### config.mk
export PLATFORM = sky130hd
export DESIGN_NAME = conv_ctrl
export DESIGN_NICKNAME = d
export VERILOG_FILES = /design/src/rtl/conv_pkg.sv /design/src/rtl/sig_delay.sv /design/src/rtl/conv_ctrl.sv
export SDC_FILE = /design/constraint.sdc
export NUM_CORES = 1
export LEC_CHECK = 0
export ABC_AREA = 1
export CORE_MARGIN = 8
export CORE_UTILIZATION = 30
export DETAILED_ROUTE_END_ITERATION = 10
export SKIP_CTS_REPAIR_TIMING = 1
export SLEW_MARGIN = 20
export SYNTH_ARGS = -nofsm -noshare
export SYNTH_HDL_FRONTEND = slang
export SYNTH_HIERARCHICAL = 1
export SYNTH_SLANG_ARGS = --single-unit
### constraint.sdc
create_clock -name clk -period 2.97 [get_ports clk]
set_clock_uncertainty 0.15 [all_clocks]
set_input_delay 0.594 -clock clk [delete_from_list [all_inputs] [get_ports clk]]
set_output_delay 0.594 -clock clk [all_outputs]
set_load 0.02 [all_outputs]
### src/rtl/conv_pkg.sv
// conv_pkg: constants and types shared by the convolution controller.
//   state_e         - controller FSM encoding (IDLE / RUN / DRAIN)
//   DEF_*           - default parameter values of conv_ctrl
//   DEF_ACC_DELAY   - default kernel_start -> final accumulated value latency
//   cnt_w()         - register width needed for a 0..n-1 counter
package conv_pkg;

    typedef enum logic [1:0] {
        ST_IDLE  = 2'd0,
        ST_RUN   = 2'd1,
        ST_DRAIN = 2'd2
    } state_e;

    localparam int DEF_DW           = 32;
    localparam int DEF_K            = 3;
    localparam int DEF_OUT_H        = 2;
    localparam int DEF_OUT_W        = 2;
    localparam int DEF_AW           = 10;
    localparam int DEF_WAW          = 4;
    localparam int DEF_MEM_DELAY    = 1;
    localparam int DEF_FP_ADD_DELAY = 14;
    localparam int FP_MUL_DELAY     = 8;
    localparam int FP_ACCUM_DELAY   = 12;

    // Buffer read, multiply, two adder passes, pipeline glue, K*K products
    // streaming into the accumulator and its drain.
    localparam int DEF_ACC_DELAY = DEF_MEM_DELAY + FP_MUL_DELAY + 2 * DEF_FP_ADD_DELAY
                                 + 3 + DEF_K * DEF_K + FP_ACCUM_DELAY - 1;

    function automatic int cnt_w(input int n);
        return (n <= 2) ? 1 : $clog2(n);
    endfunction

endpackage

### src/rtl/sig_delay.sv
// sig_delay: fixed-latency delay line for a single-bit pulse.
//   clk_i    - clock, rising edge
//   rst_n_i  - synchronous active-low reset, clears every stage
//   d_i      - pulse in
//   q_o      - d_i delayed by DELAY cycles (DELAY=0 is a wire)
module sig_delay #(
    parameter int DELAY = 1
) (
    input  logic clk_i,
    input  logic rst_n_i,
    input  logic d_i,
    output logic q_o
);

    if (DELAY == 0) begin : g_wire
        assign q_o = d_i;
    end else if (DELAY == 1) begin : g_one
        logic sr_q;
        always_ff @(posedge clk_i) begin
            if (!rst_n_i) sr_q <= 1'b0;
            else          sr_q <= d_i;
        end
        assign q_o = sr_q;
    end else begin : g_shift
        logic [DELAY-1:0] sr_q;
        always_ff @(posedge clk_i) begin
            if (!rst_n_i) sr_q <= '0;
            else          sr_q <= {sr_q[DELAY-2:0], d_i};
        end
        assign q_o = sr_q[DELAY-1];
    end

endmodule

### src/rtl/conv_ctrl.sv
// conv_ctrl: address/timing controller for one convolution output tile.
// Walks r, c (output pixel) and i, j (kernel tap) one tap per cycle, issuing
// in_fm and weight reads, then schedules the accumulator restart, the
// partial-output read and the updated-output write of every pixel.
//   clk, rst (sync, active-low)
//   start                          - one-cycle tile request (ignored while busy)
//   busy, done                     - tile in flight / one-cycle completion pulse
//   in_fm_rd_ena/addr              - input feature map read
//   weight_rd_ena/addr             - weight read
//   kernel_start                   - accumulator restart pulse
//   out_fm_rd_ena/addr             - partial output read
//   out_fm_wr_ena/addr             - updated output write
module conv_ctrl
    import conv_pkg::*;
#(
    parameter int DW           = DEF_DW,
    parameter int K            = DEF_K,
    parameter int OUT_H        = DEF_OUT_H,
    parameter int OUT_W        = DEF_OUT_W,
    parameter int IN_W         = OUT_W + K - 1,
    parameter int AW           = DEF_AW,
    parameter int WAW          = DEF_WAW,
    parameter int MEM_DELAY    = DEF_MEM_DELAY,
    parameter int ACC_DELAY    = DEF_ACC_DELAY,
    parameter int FP_ADD_DELAY = DEF_FP_ADD_DELAY
) (
    input  logic           clk,
    input  logic           rst,
    input  logic           start,
    output logic           busy,
    output logic           done,
    output logic           in_fm_rd_ena,
    output logic [AW-1:0]  in_fm_rd_addr,
    output logic           weight_rd_ena,
    output logic [WAW-1:0] weight_rd_addr,
    output logic           kernel_start,
    output logic           out_fm_rd_ena,
    output logic [AW-1:0]  out_fm_rd_addr,
    output logic           out_fm_wr_ena,
    output logic [AW-1:0]  out_fm_wr_addr
);

    localparam int RW   = cnt_w(OUT_H);
    localparam int CW   = cnt_w(OUT_W);
    localparam int KW   = cnt_w(K);
    localparam int NPIX = OUT_H * OUT_W;

    // DW only sizes the datapath words; it is sanity-checked here alongside
    // the schedule, which needs the partial read to follow kernel_start.
    if (DW < 1 || ACC_DELAY <= MEM_DELAY || NPIX > (1 << AW)) begin : g_bad_params
        $error("conv_ctrl: inconsistent parameters");
    end

    state_e         state_q, state_d;
    logic [RW-1:0]  r_q, r_d;
    logic [CW-1:0]  c_q, c_d;
    logic [KW-1:0]  i_q, i_d, j_q, j_d;
    logic [AW-1:0]  rd_pix_q, rd_pix_d;
    logic [AW-1:0]  wr_pix_q, wr_pix_d;
    logic           done_q, done_d;

    logic           last_addr;
    logic           ks_src;
    logic           rd_pulse;
    logic           wr_pulse;
    logic           wr_last;

    // Tap/pixel counters: j innermost, r outermost, each wrapping and carrying.
    always_comb begin
        r_d = r_q;
        c_d = c_q;
        i_d = i_q;
        j_d = j_q;
        if (state_q == ST_RUN) begin
            if (j_q == KW'(K - 1)) begin
                j_d = '0;
                if (i_q == KW'(K - 1)) begin
                    i_d = '0;
                    if (c_q == CW'(OUT_W - 1)) begin
                        c_d = '0;
                        if (r_q == RW'(OUT_H - 1)) r_d = '0;
                        else                       r_d = r_q + 1'b1;
                    end else begin
                        c_d = c_q + 1'b1;
                    end
                end else begin
                    i_d = i_q + 1'b1;
                end
            end else begin
                j_d = j_q + 1'b1;
            end
        end
    end

    assign last_addr = (state_q == ST_RUN) &&
                       (r_q == RW'(OUT_H - 1)) && (c_q == CW'(OUT_W - 1)) &&
                       (i_q == KW'(K - 1)) && (j_q == KW'(K - 1));

    // First tap of each pixel triggers that pixel's whole downstream schedule.
    assign ks_src = (state_q == ST_RUN) && (i_q == '0) && (j_q == '0);

    always_comb begin
        state_d = state_q;
        busy    = (state_q != ST_IDLE);
        case (state_q)
            ST_IDLE:  if (start)     state_d = ST_RUN;
            ST_RUN:   if (last_addr) state_d = ST_DRAIN;
            ST_DRAIN: if (wr_last)   state_d = ST_IDLE;
            default:                 state_d = ST_IDLE;
        endcase
    end

    // Read addresses are pure functions of the counters while RUN.
    always_comb begin
        in_fm_rd_ena   = (state_q == ST_RUN);
        weight_rd_ena  = (state_q == ST_RUN);
        in_fm_rd_addr  = '0;
        weight_rd_addr = '0;
        if (state_q == ST_RUN) begin
            in_fm_rd_addr  = AW'((32'(r_q) + 32'(i_q)) * IN_W + 32'(c_q) + 32'(j_q));
            weight_rd_addr = WAW'(32'(i_q) * K + 32'(j_q));
        end
    end

    sig_delay #(.DELAY(MEM_DELAY)) u_ks_dly (
        .clk_i   (clk),
        .rst_n_i (rst),
        .d_i     (ks_src),
        .q_o     (kernel_start)
    );

    sig_delay #(.DELAY(ACC_DELAY - MEM_DELAY)) u_rd_dly (
        .clk_i   (clk),
        .rst_n_i (rst),
        .d_i     (kernel_start),
        .q_o     (rd_pulse)
    );

    sig_delay #(.DELAY(ACC_DELAY + FP_ADD_DELAY)) u_wr_dly (
        .clk_i   (clk),
        .rst_n_i (rst),
        .d_i     (kernel_start),
        .q_o     (wr_pulse)
    );

    // Pixels complete in issue order, so the out_fm read and write sides each
    // keep their own pixel index and step it on their own pulse.
    always_comb begin
        rd_pix_d = rd_pix_q;
        wr_pix_d = wr_pix_q;
        if (rd_pulse) rd_pix_d = (rd_pix_q == AW'(NPIX - 1)) ? '0 : rd_pix_q + 1'b1;
        if (wr_pulse) wr_pix_d = (wr_pix_q == AW'(NPIX - 1)) ? '0 : wr_pix_q + 1'b1;
    end

    assign wr_last = wr_pulse && (wr_pix_q == AW'(NPIX - 1));
    assign done_d  = wr_last;

    assign out_fm_rd_ena  = rd_pulse;
    assign out_fm_rd_addr = rd_pulse ? rd_pix_q : '0;
    assign out_fm_wr_ena  = wr_pulse;
    assign out_fm_wr_addr = wr_pulse ? wr_pix_q : '0;
    assign done           = done_q;

    always_ff @(posedge clk) begin
        if (!rst) begin
            state_q  <= ST_IDLE;
            r_q      <= '0;
            c_q      <= '0;
            i_q      <= '0;
            j_q      <= '0;
            rd_pix_q <= '0;
            wr_pix_q <= '0;
            done_q   <= 1'b0;
        end else begin
            state_q  <= state_d;
            r_q      <= r_d;
            c_q      <= c_d;
            i_q      <= i_d;
            j_q      <= j_d;
            rd_pix_q <= rd_pix_d;
            wr_pix_q <= wr_pix_d;
            done_q   <= done_d;
        end
    end

endmodule
# Word-level counts from Yosys, hierarchy flattened
# Cells that the tools add are included.
[totals]
reg_bits = 163
inputBits = 3
out_inout_bits = 41
[classes]
reduce_logical = 15
multipliers = 1
muxes = 14
addsub = 10
eq_ne = 9
[op_table]
columns = ["cell", "n"]
rows = [
  ["$mux W10", 4],
  ["$add A10 B1 Y10 const B", 2],
  ["$eq A10 B2 Y1 const B", 2],
  ["$mux W2", 5],
  ["$add A6 B2 Y7", 1],
  ["$logic_and A1 B1 Y1", 7],
  ["$mux W7", 1],
  ["$add A5 B1 Y6", 1],
  ["$eq A2 B2 Y1 const B", 3],
  ["$logic_not A2 Y1", 3],
  ["$pmux W2 S3", 1],
  ["$reduce_and A3 Y1", 2],
  ["$add A2 B1 Y2 const B", 2],
  ["$add A4 B2 Y4", 1],
  ["$mul A2 B2 Y4 const B", 1],
  ["$mux W4", 1],
  ["$ne A2 B2 Y1 const B", 2],
  ["$reduce_and A4 Y1", 1],
  ["$add A1 B2 Y3", 1],
  ["$add A1 B1 Y1 const B", 2],
  ["$eq A2 B1 Y1 const B", 1],
  ["$mux W1", 2],
  ["$ne A2 B1 Y1 const B", 1],
  ["$reduce_and A2 Y1", 1],
  ["$reduce_bool A2 Y1", 1],
]

# Longest topological paths before layout
[depth]
ltp_word = 7
ltp_mapped = 9
depth_no_buf = 8

# Cells and area by module
# Netlist, hierarchy kept.
[modules_own_cells]
columns = ["mod", "cells_each", "area_per_inst_um2", "instances", "seq_area_each_um2"]
rows = [
  ["sig_delay at u_wr_dly", 230, 2117.0, 1, 1481.4],
  ["conv_ctrl", 268, 1840.5, 1, 580.6],
  ["sig_delay at u_rd_dly", 184, 1677.9, 1, 1181.1],
  ["sig_delay at u_ks_dly", 3, 27.5, 1, 20.0],
]

# Worst setup path before layout
# No wires, ideal clock.
[synth_timing]
path_type = "flip-flop to output port"
startpoint = "reg i_q[1]"
endpoint = "out weight_rd_addr[2]"
t_arrival_ns = 1.867
t_required_ns = 2.226
path_stages_with_launch = 6
slack_ns = 0.359
path_cell_list = "dfxtp_1 fa_1 ha_1 fa_1 inv_1 nor2_1"
[synth_via]
elab_chain_cells = 3
[synth_lines]
columns = ["item", "line", "source"]
rows = [
  ["start: declaration", "conv_ctrl.sv:57", "logic [KW-1:0] i_q, i_d, j_q, j_d;"],
  ["start signal: assignment", "conv_ctrl.sv:178", "i_q <= i_d;"],
  ["$mul A2 B2 Y4", "conv_ctrl.sv:121", "weight_rd_addr = WAW'(32'(i_q) * K + 32'(j_q));"],
  ["$add A4 B2 Y4", "conv_ctrl.sv:121", ""],
  ["$mux W4", "conv_ctrl.sv:119", "if (state_q == ST_RUN) begin"],
  ["end: declaration", "conv_ctrl.sv:35", "output logic [WAW-1:0] weight_rd_addr,"],
]
# No other way between the ends.

# Final worst setup path
[layout_timing]
startpoint = "reg i_q[0]"
endpoint = "out weight_rd_addr[2]"
# Same word-level chain as after synthesis.

==> flow_summary.json <==
{
  "htree_levels": 4,
  "synth_xor_area_share_pct": 1.24,
  "async_flop_share_pct": 0,
  "grt-busiest-layer": "met2",
  "die_y_um": 153,
  "globalplace.congestion": 0.782,
  "min-delay-path-class": "reg -> reg",
  "max-cap-violations": 0,
  "nFillCells": 1939,
  "synth_top_family_by_area": "simple AND/OR/NAND/NOR gates",
  "dieWidth_um": 153,
  "yosys_register_bits": 163,
  "worstPathArrival_ns": 2.18,
  "power_switching_uw": 971,
  "use_met1_pct": 9.46,
  "synth-warning-count": 6,
  "drt_iter0_markers": 158,
  "multi_input_area_sq_um": 1510,
  "num_antenna_cells": 0,
  "min_period_over_period_pct": 98.5,
  "grt_start_max_net_pins": 142,
  "synthesis.instances": 685,
  "place_hpwl_mm": 5.46,
  "drive_above_1_share_pct": 7.71,
  "relSlewSlack_pct": 50.1,
  "yosys-top-cells-area": "dfxtp_1 (58%), nand2_1 (12%), inv_1 (12%)",
  "syn2layout_area_growth_pct": 20.5,
  "root_buffer": "clkbuf_16",
  "synthSimpleGateAreaFrac_pct": 19.3,
  "drv_slew": 0,
  "period_minus_slack_ns": 2.93,
  "num_vias": 3718,
  "start_util_pct": 30.4,
  "overflow": 0,
  "avgSynthCellArea_sq_um": 8.27,
  "drc_errors": 0,
  "max_freq_mhz": 342,
  "coreArea_sq_um": 18600,
  "seqPwrFrac_pct": 49.1,
  "cp-start-kind": "flop",
  "regArea_sq_um": 3260,
  "outcome": "completed",
  "cts_tree": "yes",
  "io_buffer_count": 39,
  "dpl-instance-area_sq_um": 6210,
  "die_area_sq_um": 23500,
  "ys.flop_type": "dfxtp_1",
  "worstPathRequired_ns": 2.23,
  "grt_pass1_wl_mm": 15.6,
  "grt_use_met2_pct": 12.4,
  "crit_type": "reg -> out",
  "placed_cells_incl_taps": 941,
  "synth_compound_area_share_pct": 2.72,
  "firstDrtPassIters": 5,
  "cp_max_fo": 2,
  "ios": 44,
  "hold_violations": 0,
  "synthMuxAreaShare_pct": 0,
  "synthDistinctLibCells": 31,
  "synthAdderAreaFrac_pct": 3.14,
  "place_ws_ns": -0.00942,
  "cts_buffers": 17,
  "final_nets": 742,
  "post_drt_wl_per_cell_um": 8.93,
  "num_rows": 50,
  "finalSetupViolCount": 0,
  "yosysMostFrequentCell": "nand2_1",
  "routed_wl_mm": 8.69,
  "antenna_found_initial": 0,
  "seq_area_frac_synth_pct": 57.6,
  "ant_nets": 0,
  "vdd_ir_drop_max_mv": 0.481,
  "synth.top_cell.area_share_pct": 57.6,
  "fin_ws_ns": 0.0442,
  "synthTopCellsByCount": "nand2_1 (185), inv_1 (183), dfxtp_1 (163), nor2_1 (34), a21oi_1 (17)",
  "p_comb_share_pct": 2.1,
  "clkPwrFrac_pct": 48.8,
  "fin_area_sq_um": 6820,
  "via_per_inst": 3.82,
  "clk_pin_slew_worst_paths_ns": 0.06,
  "finalSetupTns_ns": 0,
  "cts.sinks": 163,
  "syn_area_sq_um": 5660,
  "grt_util_all_layers_pct": 7.96,
  "fin_cells": 973,
  "swShare_pct": 21.7,
  "endpoint_kind": "primary output",
  "powerDensity_nw_per_um2": 656,
  "worst_slew_pin_slew_ns": 0.747,
  "cellInternalPower_mw": 3.51,
  "yosysTopAreaCell": "dfxtp_1",
  "met3_usage_pct": 3.30,
  "synth-edff-count": 0,
  "rsz0062_at_grt": "yes",
  "p_leak_nw": 3.92,
  "power_mw": 4.48,
  "clock_path_buffers": 2,
  "grt_pass1_vias": 3528,
  "clk_latency_ns": 0.41
}
[flip-flops by register name, indices dropped and copies added (netlist names)]
name and cells:
state_q 2, done 1, rd_pix_q 10, c_q 1
u_rd_dly/g_shift.sr_q 59, r_q 1, wr_pix_q 10, u_wr_dly/g_shift.sr_q 74
j_q 2, i_q 2, u_ks_dly/q_o 1
[layout by cell type (no fill, tap or decap), types with 5 or more instances in the layout]
master,count
buf_4,8
o21ai_0,7
xor2_1,6
dlymetal6s2s_1,5
clkdlybuf4s50_1,32
nor3_1,7
nand3_1,13
clkbuf_16,17
inv_6,6
dfxtp_1,163
nand2_1,185
a21oi_1,17
nor2_1,34
inv_1,183
ha_1,11
[per-stage QoR]
stage                     util (%)  hold WS [ns]
after floorplan                  -         0.236
after global placement        33.3         0.238
after detailed placement      33.3         0.246
after CTS                     36.5         0.261
after global routing          36.6         0.275
final                         36.6         0.260
[layout make-up]
cell class | instances | share of cell area [%]
repair buffers | 46 | 6.79
multi-input cells | 314 | 22.1
inverters | 184 | 10.1
well taps | 234 | 4.29
flip-flops and latches | 163 | 47.8
clock inverters | 14 | 2.42
clock buffers | 18 | 6.44
[worst max-delay path, cell delays in order (launching register included)]
cell and delay (ns):
dfxtp_1 0.33, fa_1 0.48, ha_1 0.22, fa_1 0.48, inv_1 0.04, nor2_1 0.09, buf_4 0.14
[worst paths after layout]
kind,startpoint,endpoint,slack [ns],cells after the start
worst max-delay path,i_q[0]$_SDFFE_PN0P_,weight_rd_addr[2],0.04,6
worst min-delay path,u_rd_dly/g_shift.sr_q[55]$_SDFF_PN0_,u_rd_dly/g_shift.sr_q[56]$_SDFF_PN0_,0.26,2
worst max register to register,wr_pix_q[1]$_SDFFE_PN0P_,wr_pix_q[8]$_SDFFE_PN0P_,1.45,6
worst min register to register,u_rd_dly/g_shift.sr_q[55]$_SDFF_PN0_,u_rd_dly/g_shift.sr_q[56]$_SDFF_PN0_,0.26,2
[cell families (layout without fill, tap and decap cells)]
kind of cell / after synthesis / in the layout
simple gates: 260 / 260
fa+ha+maj: 13 / 13
compound gates: 29 / 29
other cells: 1 / 4
flops: 163 / 163
buf+inv: 211 / 262
xor+xnor: 8 / 8
[per-layer routing]
metal,vias up,wire [um]
met5,-,0
met4,0,106
met3,8,368
met2,36,3810
met1,1650,4410
li1,2024,-
[power groups by stage]
stage / clock [mW] / sequential [mW] / combinational, mW
after global placement: 0 / 2.25 / 0.0979
after floorplan: 0 / 2.25 / 0.0812
after CTS: 2.25 / 2.20 / 0.0985
after detailed placement: 0 / 2.25 / 0.0982
final: 2.19 / 2.20 / 0.0957
after global routing: 2.35 / 2.20 / 0.108
Power figures use the tool's default switching activity.
